`src/rtl/serial_add_pkg.sv`:
```
// rtl/serial_add_pkg.sv - shared state enum and counter helpers for the bit-serial adder
package serial_add_pkg;

  typedef enum logic [1:0] {
    IDLE = 2'd0,
    RUN  = 2'd1,
    DONE = 2'd2
  } sa_state_t;

  localparam int WIDTH_DEFAULT = 8;
  localparam int CNT_W = $clog2(WIDTH_DEFAULT);

  // Counter width for an arbitrary operand width; never narrower than one bit.
  function automatic int cnt_w(input int width);
    return (width < 2) ? 1 : $clog2(width);
  endfunction

  function automatic logic [31:0] cnt_inc(input logic [31:0] c);
    return c + 32'd1;
  endfunction

  function automatic int last_bit(input int width);
    return width - 1;
  endfunction

endpackage

```
`src/rtl/serial_add_ctrl_fa.sv`:
```
// rtl/serial_add_ctrl_fa.sv - FullAdder: the single 1-bit full-adder cell
module FullAdder (
  input  logic A,
  input  logic B,
  input  logic Ci,
  output logic Co,
  output logic S
);

  assign S  = A ^ B ^ Ci;
  assign Co = (A & B) | (Ci & (A ^ B));

endmodule

```
`src/rtl/serial_add_ctrl.sv`:
```
// rtl/serial_add_ctrl.sv - bit-serial add/subtract sequencer, LSB first through one FullAdder
// SERIAL_ADD_OVF_EN enables the registered signed-overflow flag OV; otherwise OV is tied to 0.
module serial_add_ctrl #(
  parameter int WIDTH = 8
) (
  input  logic             clk,
  input  logic             rst_n,
  input  logic             start,
  input  logic             sub,
  input  logic [WIDTH-1:0] A,
  input  logic [WIDTH-1:0] B,
  output logic             busy,
  output logic             done,
  output logic [WIDTH-1:0] S,
  output logic             Co,
  output logic             OV
);

  import serial_add_pkg::*;

  localparam int CNT_BITS = cnt_w(WIDTH);
  localparam logic [CNT_BITS-1:0] CNT_LAST = CNT_BITS'(last_bit(WIDTH));

  sa_state_t state, state_nxt;

  logic [WIDTH-1:0]    a_sr;
  logic [WIDTH-1:0]    b_sr;
  logic [WIDTH-2:0]    sum_sr;
  logic [WIDTH-1:0]    sum_cat;
  logic [CNT_BITS-1:0] cnt;
  logic                carry;
  logic                cell_s;
  logic                cell_co;
  logic                accept;
  logic                last;

  FullAdder u_fa (
    .A  (a_sr[0]),
    .B  (b_sr[0]),
    .Ci (carry),
    .Co (cell_co),
    .S  (cell_s)
  );

  // Newest sum bit enters at the MSB; the full word is only copied to S on the last bit.
  assign sum_cat = {cell_s, sum_sr};
  assign last    = (state == RUN) && (cnt == CNT_LAST);

  always_ff @(posedge clk or negedge rst_n) begin
    if (!rst_n) begin
      state <= IDLE;
    end else begin
      state <= state_nxt;
    end
  end

  always_comb begin
    state_nxt = state;
    accept    = 1'b0;
    busy      = 1'b0;
    done      = 1'b0;
    case (state)
      IDLE: begin
        if (start) begin
          accept    = 1'b1;
          state_nxt = RUN;
        end
      end
      RUN: begin
        busy = 1'b1;
        if (cnt == CNT_LAST) begin
          state_nxt = DONE;
        end
      end
      DONE: begin
        busy      = 1'b1;
        done      = 1'b1;
        state_nxt = IDLE;
      end
      default: state_nxt = IDLE;
    endcase
  end

  always_ff @(posedge clk or negedge rst_n) begin
    if (!rst_n) begin
      a_sr   <= '0;
      b_sr   <= '0;
      sum_sr <= '0;
      carry  <= 1'b0;
      cnt    <= '0;
      S      <= '0;
      Co     <= 1'b0;
    end else if (accept) begin
      // Subtraction is A + ~B + 1: invert B here and seed the carry with sub.
      a_sr   <= A;
      b_sr   <= B ^ {WIDTH{sub}};
      sum_sr <= '0;
      carry  <= sub;
      cnt    <= '0;
      S      <= '0;
      Co     <= 1'b0;
    end else if (state == RUN) begin
      a_sr   <= a_sr >> 1;
      b_sr   <= b_sr >> 1;
      sum_sr <= sum_cat[WIDTH-1:1];
      carry  <= cell_co;
      cnt    <= CNT_BITS'(cnt_inc(32'(cnt)));
      if (last) begin
        S  <= sum_cat;
        Co <= cell_co;
      end
    end
  end

`ifdef SERIAL_ADD_OVF_EN
  logic ov_q;

  // On the last bit, carry holds the carry into the MSB.
  always_ff @(posedge clk or negedge rst_n) begin
    if (!rst_n) begin
      ov_q <= 1'b0;
    end else if (accept) begin
      ov_q <= 1'b0;
    end else if (last) begin
      ov_q <= carry ^ cell_co;
    end
  end

  assign OV = ov_q;
`else
  assign OV = 1'b0;
`endif

endmodule

```
`config.mk`:
```
export PLATFORM = sky130hd
export DESIGN_NAME = serial_add_ctrl
export DESIGN_NICKNAME = d
export VERILOG_FILES = /design/src/rtl/serial_add_pkg.sv /design/src/rtl/serial_add_ctrl_fa.sv /design/src/rtl/serial_add_ctrl.sv
export SDC_FILE = /design/constraint.sdc
export NUM_CORES = 1
export LEC_CHECK = 0
export ABC_AREA = 1
export BUFFER_PORTS_ARGS = -buffer_cell sky130_fd_sc_hd__buf_2
export CAP_MARGIN = 20
export CORE_ASPECT_RATIO = 2
export CORE_MARGIN = 3
export CORE_UTILIZATION = 55
export DETAILED_ROUTE_END_ITERATION = 8
export HOLD_SLACK_MARGIN = 0.08
export PLACE_DENSITY = 0.8
export SLEW_MARGIN = 20
export SYNTH_ARGS = -nofsm -noshare
export SYNTH_HDL_FRONTEND = slang
export SYNTH_SLANG_ARGS = --single-unit
```
`constraint.sdc`:
```
create_clock -name clk -period 1.75 [get_ports clk]
set_input_delay 0.175 -clock clk [delete_from_list [all_inputs] [get_ports clk]]
set_output_delay 0.175 -clock clk [all_outputs]
set_load 0.005 [all_outputs]
```
# After elaboration in Yosys (flattened, before gate mapping)
# Index checks and enable logic that the tools add are counted.
# Widths: inputs -> output; s select.
dict set report word_totals {
  ff_bits 38
  in_bits 20
  output_inout_bits 12
  wordCells 50
}
dict set report op_classes {
  add_sub_neg 1
  n_eq_ne 5
  n_mux 23
  bitwise_logic 6
  reduce_logical 7
}
# operator count
set ops {}
lappend ops {{$mux 8} 7}
lappend ops {{$mux 7} 2}
lappend ops {{$mux 1} 9}
lappend ops {{$xor 8x8->8} 1}
lappend ops {{$mux 3} 2}
lappend ops {{$mux 2} 2}
lappend ops {{$pmux 2 s2} 1}
lappend ops {{$reduce_and 2->1} 2}
lappend ops {{$reduce_bool 2->1} 2}
lappend ops {{$add 3x1->3 const B} 1}
lappend ops {{$eq 3x3->1 const B} 1}
lappend ops {{$and 1x1->1} 2}
lappend ops {{$eq 2x1->1 const B} 1}
lappend ops {{$eq 2x2->1 const B} 1}
lappend ops {{$logic_not 2->1} 1}
lappend ops {{$ne 2x1->1 const B} 1}
lappend ops {{$ne 2x2->1 const B} 1}
lappend ops {{$reduce_or 2->1} 1}
lappend ops {{$xor 1x1->1} 2}
lappend ops {{$logic_and 1x1->1} 1}
lappend ops {{$or 1x1->1} 1}

# Logic depth before layout (Yosys ltp)
# Gate-level depths: netlist (run 1).
dict set report logic_depth {
  depth_word 6
  mapped_depth 8
}

# Modules after synthesis
# A second synthesis (run 1) with hierarchy kept.
dict set report hier_totals {
  cells_unflattened 234
  hier_area_um2 1854.3
}
# module n_inst cells_per_inst area_each_um2 seq_area_each_um2
set modules_own_cells {}
lappend modules_own_cells {serial_add_ctrl 1 233 1834.3 950.9}
lappend modules_own_cells {FullAdder 1 1 20.0 0.0}

# Least setup slack after synthesis (run 1)
# Ideal clock, no wire load.
dict set report synth_timing {
  path_type {flip-flop to flip-flop}
  from {register state[0]}
  to {register a_sr[1]}
  setup_time_ns 0.121
  arrival_ns 1.139
  t_required_ns 1.629
  path_slack_ns 0.491
  path_stages_with_launch 9
  path_buffers 1
  cell_sequence {dfrtp_1 -> inv_1 -> ha_1 -> nand2_4 -> inv_4 -> nor2_8 -> buf_6 -> nand2_1 -> nand2_1}
}
dict set report synth_between {
  elab_chain_cells 3
  elab_cells_between_ends 5
}
# item line_no
set synth_lines {}
lappend synth_lines {{start: declaration} serial_add_ctrl.sv:24} ;# sa_state_t state, state_nxt;
lappend synth_lines {{start signal: assignment} serial_add_ctrl.sv:53} ;# state <= state_nxt;
lappend synth_lines {{$logic_not 2->1} serial_add_ctrl.sv:62} ;# case (state)
lappend synth_lines {{$mux 1} serial_add_ctrl.sv:62}
lappend synth_lines {{$mux 8 / $reduce_bool 2->1 (equally long branches)} -}
lappend synth_lines {{end signal: assignment} serial_add_ctrl.sv:103} ;# a_sr <= a_sr >> 1;
lappend synth_lines {{end: declaration} serial_add_ctrl.sv:26} ;# logic [WIDTH-1:0] a_sr;
# Several ways; a longest one is shown, not always the timed one.
# A chain may end at the register's enable or synchronous reset.

# Worst setup path in the final report (run 1)
dict set report layout_timing {
  from {register state[0]}
  to {register a_sr[6]}
}
# The elaborated chain is that of the path after synthesis.

==> run metrics, run 1 <==
RSZ-0062 raised after global routing false; Remaining DRCs 0; clock root buffer clkbuf_8; CP arrival ~1700 ps; HP Class in2reg; met3 routed wirelength approximately 120 um; peak supply drop 0.947 mV; Post-Syn Instances about 240; Post-CTS Setup Bufs 0; Clk Latency, worst-skew pair 280 ps; routed len/inst around 12 um; #FFs+latches synth 38; H-Tree Depth 2; largest net degree at the start of global routing 22; Fmax achieved roughly 670 MHz; Synth Area in Simple Gates ~34%; drt total wl 3510 um; fin crit share about 85%; synth-to-layout area growth 13.3%; synthesized cell area between 0.0015 and 0.002 mm2; Netlist cell types 20; DP HPWL approximately 2700 um; die area 0.00425 mm2; power after layout 3.23 mW; first-pass GRT wire length ~6300 um; initial antenna violation count 0; Post-Synth XOR/XNOR Area less than 1%; outcome complete, no violations; CTS tree built; die width between 40 and 50 um; Metal-1 WL between 1000 and 1500 um; Tmin final 1490 ps; Critical Path Start Type flip-flop; RD Place Congestion approximately 0.78; Core ar. roughly 0.0033 mm2; post-CTS resize count 0; PwrDens 1500 mW/mm2; DR top layer met4; grt total ovfl 0; setup TNS 0 ps; Clock Skews 6.74 ps; Worst Setup Path Type reg2reg; leak pwr about 1.3 nW; Syn Nets between 200 and 300; CP most frequent cell nand2_1; largest family of logic cells by synthesized area simple AND/OR/NAND/NOR gates; worst hold slack approximately 100 ps; First DRT Iteration DRCs 26; CTS sink count 38; post-synthesis sequential area ratio around half; Initial Utilization between 50 and 60%; Met2 Routed Length just under 2000 um; Yosys top cell area share between 40% and 50%; Synth Area in Adders under 10%; GRT Total Usage 20.2%; std cell rows 29; Clock transition at path regs 70 ps; complex-gate fraction of the synthesized area under 10%; mux cell area share after synthesis 0%; Setup crit end kind flip-flop; vias in the first global route about 1600; CTS Hold Buffers Added 1; final setup fails 0; Critical Path RT 1970 ps; slowest cell delay on critical path 370 ps; n_diodes 0; Final nets 297; synth top area cells dfrtp_1 50%, nand2_1 22%, nand3_1 9.2%, ha_1 3.9%, inv_1 3.3%; critical path, cell by cell inv_1, ha_1, nand2_4, inv_4, nor2_8, nand2_1, nand2_1; Syn Area/Cell between 8 and 9 um2; MaxCap Viol Count 0; Port Buffers 30; CTS Buf Count 5; total number of vias ~1600; drt via density ~5.2; TritonRoute pass-1 iters 4; layout cell share with drive strength beyond 1 around 18%; Die Span Y roughly 89 um; final hold vios 0; final slew viol count 0; number of fill cells just over 300; CP max-delay cell dfrtp_1; io pins 32; Routed Antenna Nets 0; clk buf depth 2; Synth warnings 0; post-synth top area cell dfrtp_1; crit-path max FO 21
-- final cells by class --
cell class / count / area (um2) / area share, %
flip-flops and latches: 38 / 951 / 44.0
repair buffers: 35 / 203 / 9.39
clock inverters: 1 / 5.00 / 0.232
multi-input cells: 170 / 798 / 37.0
clock buffers: 7 / 86.3 / 4.00
well taps: 31 / 38.8 / 1.80
inverters: 20 / 77.6 / 3.59
-- worst max-delay path: cells and delay by family (launching register included) --
| family | cells | cell delay (ps) |
|---|---|---|
| buffers and inverters | 2 | 220 |
| adder cells (fa/ha/maj) | 1 | 240 |
| flip-flops | 1 | 370 |
| AND/OR/NAND/NOR | 4 | 590 |
-- worst paths after layout --
check                      startpoint        end  slack [ps]  depth (start not counted)
min in group asynchronous       rst_n  sum_sr[4]         370                          2
max reg2reg                  state[0]    a_sr[6]         260                          7
max                          state[0]    a_sr[6]         260                          7
min reg2reg                        Co         Co         470                          2
min                              A[7]    a_sr[7]         100                          3
max in group asynchronous       rst_n     cnt[1]         920                          3
-- synthesized netlist by cell type --
| cell | instances |
|---|---|
| o21ai_1 | 1 |
| buf_6 | 4 |
| nand2_1 | 112 |
| nand3_1 | 35 |
| nor2_4 | 1 |
| inv_1 | 17 |
| ha_1 | 6 |
| buf_2 | 4 |
| xnor2_1 | 1 |
| buf_4 | 2 |
| inv_4 | 1 |
| fa_1 | 1 |
| dfrtp_1 | 38 |
| nor2_1 | 3 |
| conb_1 | 1 |
| nor2_2 | 1 |
| nand2_4 | 1 |
| nor2_8 | 1 |
| o21ai_0 | 6 |
| inv_2 | 2 |
-- registers in the layout (all words and copies together), names as in the netlist --
register	cells
S	8
a_sr	8
b_sr	8
sum_sr	7
cnt	3
state	2
Co	1
carry	1
-- cells in the final DEF (no fill, tap or decap) --
cell type      Yosys  final
nor2_2             1      1
nand2_4            1      1
fa_1               1      1
dfrtp_1           38     38
clkbuf_1           0      1
buf_4              2      3
buf_2              4     30
nand2_1          112    112
inv_1             17     17
inv_2              2      2
conb_1             1      1
buf_12             0      1
nor2_4             1      1
nor2_1             3      3
nand3_1           35     35
nor2_8             1      1
inv_4              1      1
xnor2_1            1      1
o21ai_1            1      1
ha_1               6      6
dlygate4sd3_1      0      1
clkinv_2           0      1
o21ai_0            6      6
clkbuf_8           0      6
-- stage by stage --
step	instance area, um2	setup slack, ps	utilization [%]	instances
floorplan	1910	491	-	238
global placement	2060	321	63.0	293
detailed placement	2060	255	63.0	293
CTS	2160	231	66.1	302
global route	2160	120	66.1	302
finish	2160	259	66.1	302
-- kinds of logic (layout without fill, tap and decap cells) --
| kind of cell | Yosys count | count (layout) |
|---|---|---|
| AND/OR/NAND/NOR | 154 | 154 |
| flip-flops | 38 | 38 |
| buffers and inverters | 30 | 63 |
| adder cells (fa/ha/maj) | 7 | 7 |
| AO/OA/AOI/OAI | 7 | 7 |
| other | 1 | 1 |
| XOR/XNOR | 1 | 1 |
-- report_power, final --
group,internal [mW],total (mW),switching [mW]
Sequential,1.18,1.35,0.173
Clock,0.317,0.601,0.284
Combinational,0.470,1.28,0.809
Total,1.96,3.23,1.27
-- routing by layer --
| layer | track usage (%) | vias to the layer above |
|---|---|---|
| met2 | 37.7 | 34 |
| met1 | 20.3 | 744 |
| met4 | 8.09 | 0 |
| met3 | 4.23 | 7 |
| li1 | - | 796 |
| met5 | 0 | - |
No activity file was read; power rests on OpenSTA's default activity.
==> inputs of run 2 (changes only) <==
--- a/config.mk
+++ b/config.mk
@@ -14,6 +14,7 @@
 export DETAILED_ROUTE_END_ITERATION = 8
 export HOLD_SLACK_MARGIN = 0.08
 export PLACE_DENSITY = 0.8
+export RECOVER_POWER = 25
 export SLEW_MARGIN = 20
 export SYNTH_ARGS = -nofsm -noshare
 export SYNTH_HDL_FRONTEND = slang
==> run metrics, run 2 (synthesis results as in run 1) <==
outcome complete, no violations; power after layout about 3.2 mW; total number of vias 1581; Clock Skews just under 7 ps; TritonRoute pass-1 iters 4; CTS sink count 38; setup TNS 0 ps; initial antenna violation count 0; die width between 40 and 50 um; leading cell type in the layout, fill and taps excluded nand2_1; RD Place Congestion 0.775; std cell rows 29; CTS Buf Count 5; Critical Path Start Type flip-flop; largest net degree at the start of global routing 22; critical path, cell by cell inv_1, ha_1, nand2_4, inv_4, nor2_8, nand2_1, nand2_1; Clk Latency, worst-skew pair about 280 ps; die area 0.00425 mm2; H-Tree Depth 2; Setup crit end kind flip-flop; GRT Total Usage between 20 and 25%; worst rel slew slack around 27%; final setup fails 0; CP most frequent cell nand2_1; hold path start A[7]; Top Registers S: 8 flops, a_sr: 8 flops, b_sr: 8 flops; Clock transition at path regs 70 ps; leak pwr roughly 1.3 nW; peak supply drop between 0.9 and 1 mV; Critical Path RT ~2000 ps; fin util between 60 and 70%; fin crit share roughly 85%; routed len/inst approximately 12 um; CP max-delay cell dfrtp_1; Die Span Y between 80 and 90 um; Tmin final between 1000 and 1500 ps; worst hold slack slightly above 100 ps; drt total wl 3510 um; Remaining DRCs 0; layout cell share with drive strength beyond 1 about 17%; Initial Utilization 58.4%; Routed Antenna Nets 0; Slew @ Worst Pin ~1100 ps; RSZ-0062 raised after global routing false; MaxCap Viol Count 0; first-pass GRT wire length ~6300 um; clock root buffer clkbuf_8; io pins 32; CP arrival approximately 1700 ps; vias in the first global route around 1600; Final nets between 200 and 300; n_diodes 0; post-CTS resize count 0; HP Class in2reg; CTS tree built; placed inst area between 0.002 and 0.0025 mm2; synth-to-layout area growth 13.2%; grt total ovfl 0; drt via density around 5.2; number of fill cells about 310; commonest cells after routing, fill and taps aside 112 x nand2_1, 38 x dfrtp_1, 35 x nand3_1; final hold vios 0; First DRT Iteration DRCs 26; Worst path top cell family by delay simple AND/OR/NAND/NOR gates; CP bufs+invs 2; RR Startpoint state[0]; Final Cell Area about 0.0022 mm2; DP HPWL ~2700 um; PwrDens between 1000 and 1500 mW/mm2; Fmax achieved 671 MHz; crit-path max FO 21; Port Buffers 30; clk buf depth 2; slowest cell delay on critical path 370 ps; Core ar. 0.00327 mm2; final slew viol count 0; Worst Setup Path Type reg2reg; CP startpoint state[0]
## run 2: path summary, 6_finish.rpt
path | to | depth (start not counted) | slack, ps
worst max-delay path | a_sr[6] | 7 | 260
worst min-delay path | a_sr[7] | 3 | 100
worst max register to register | a_sr[6] | 7 | 260
worst min register to register | Co | 2 | 470
max in group asynchronous | cnt[1] | 3 | 480
min in group asynchronous | sum_sr[4] | 2 | 610
## run 2: metrics by stage
| stage | setup slack [ps] | cells |
|---|---|---|
| finish | 259 | 302 |
| global route | 120 | 302 |
| CTS | 231 | 302 |
| detailed placement | 255 | 293 |
| global placement | 321 | 293 |
| floorplan | 491 | 238 |
## run 2: layout make-up
class                      instances  area [um2]  area share (%)
clock inverter                     1        5.00           0.232
inverter                          20        77.6            3.59
tap                               31        38.8            1.80
multi-input combinational        170         798            37.0
sequential                        38         951            44.1
timing repair buffer              35         201            9.33
clock buffer                       7        86.3            4.00
## run 2: timing repair
action / CTS / global route
hold buffers: 1 / 0
endpoints found under the hold margin: 19 / 0
setup buffers: 0 / 0
## run 2: power breakdown
group | internal, mW | leakage [nW] | total, mW | switching [mW]
sequential | 1.18 | 0.496 | 1.35 | 0.173
combinational | 0.470 | 0.729 | 1.28 | 0.809
clock | 0.317 | 0.0482 | 0.601 | 0.284
total | 1.96 | 1.27 | 3.23 | 1.27
## run 2: worst reg2reg max path, delay by kind of cell (launching register included)
family | cells | cell delay, ps
adders and majority gates | 1 | 240
buffers and inverters | 2 | 220
DFF | 1 | 370
and+or+nand+nor | 4 | 600
## run 2: routing by layer
metal	part of all wire (%)	GRT usage, %	wire length [um]	vias to the layer above
met5	0	0	0	-
met4	1.9	8.09	65	0
met3	3.5	4.23	122	7
met2	55	37.7	1930	34
met1	40	20.3	1390	744
li1	-	-	-	796
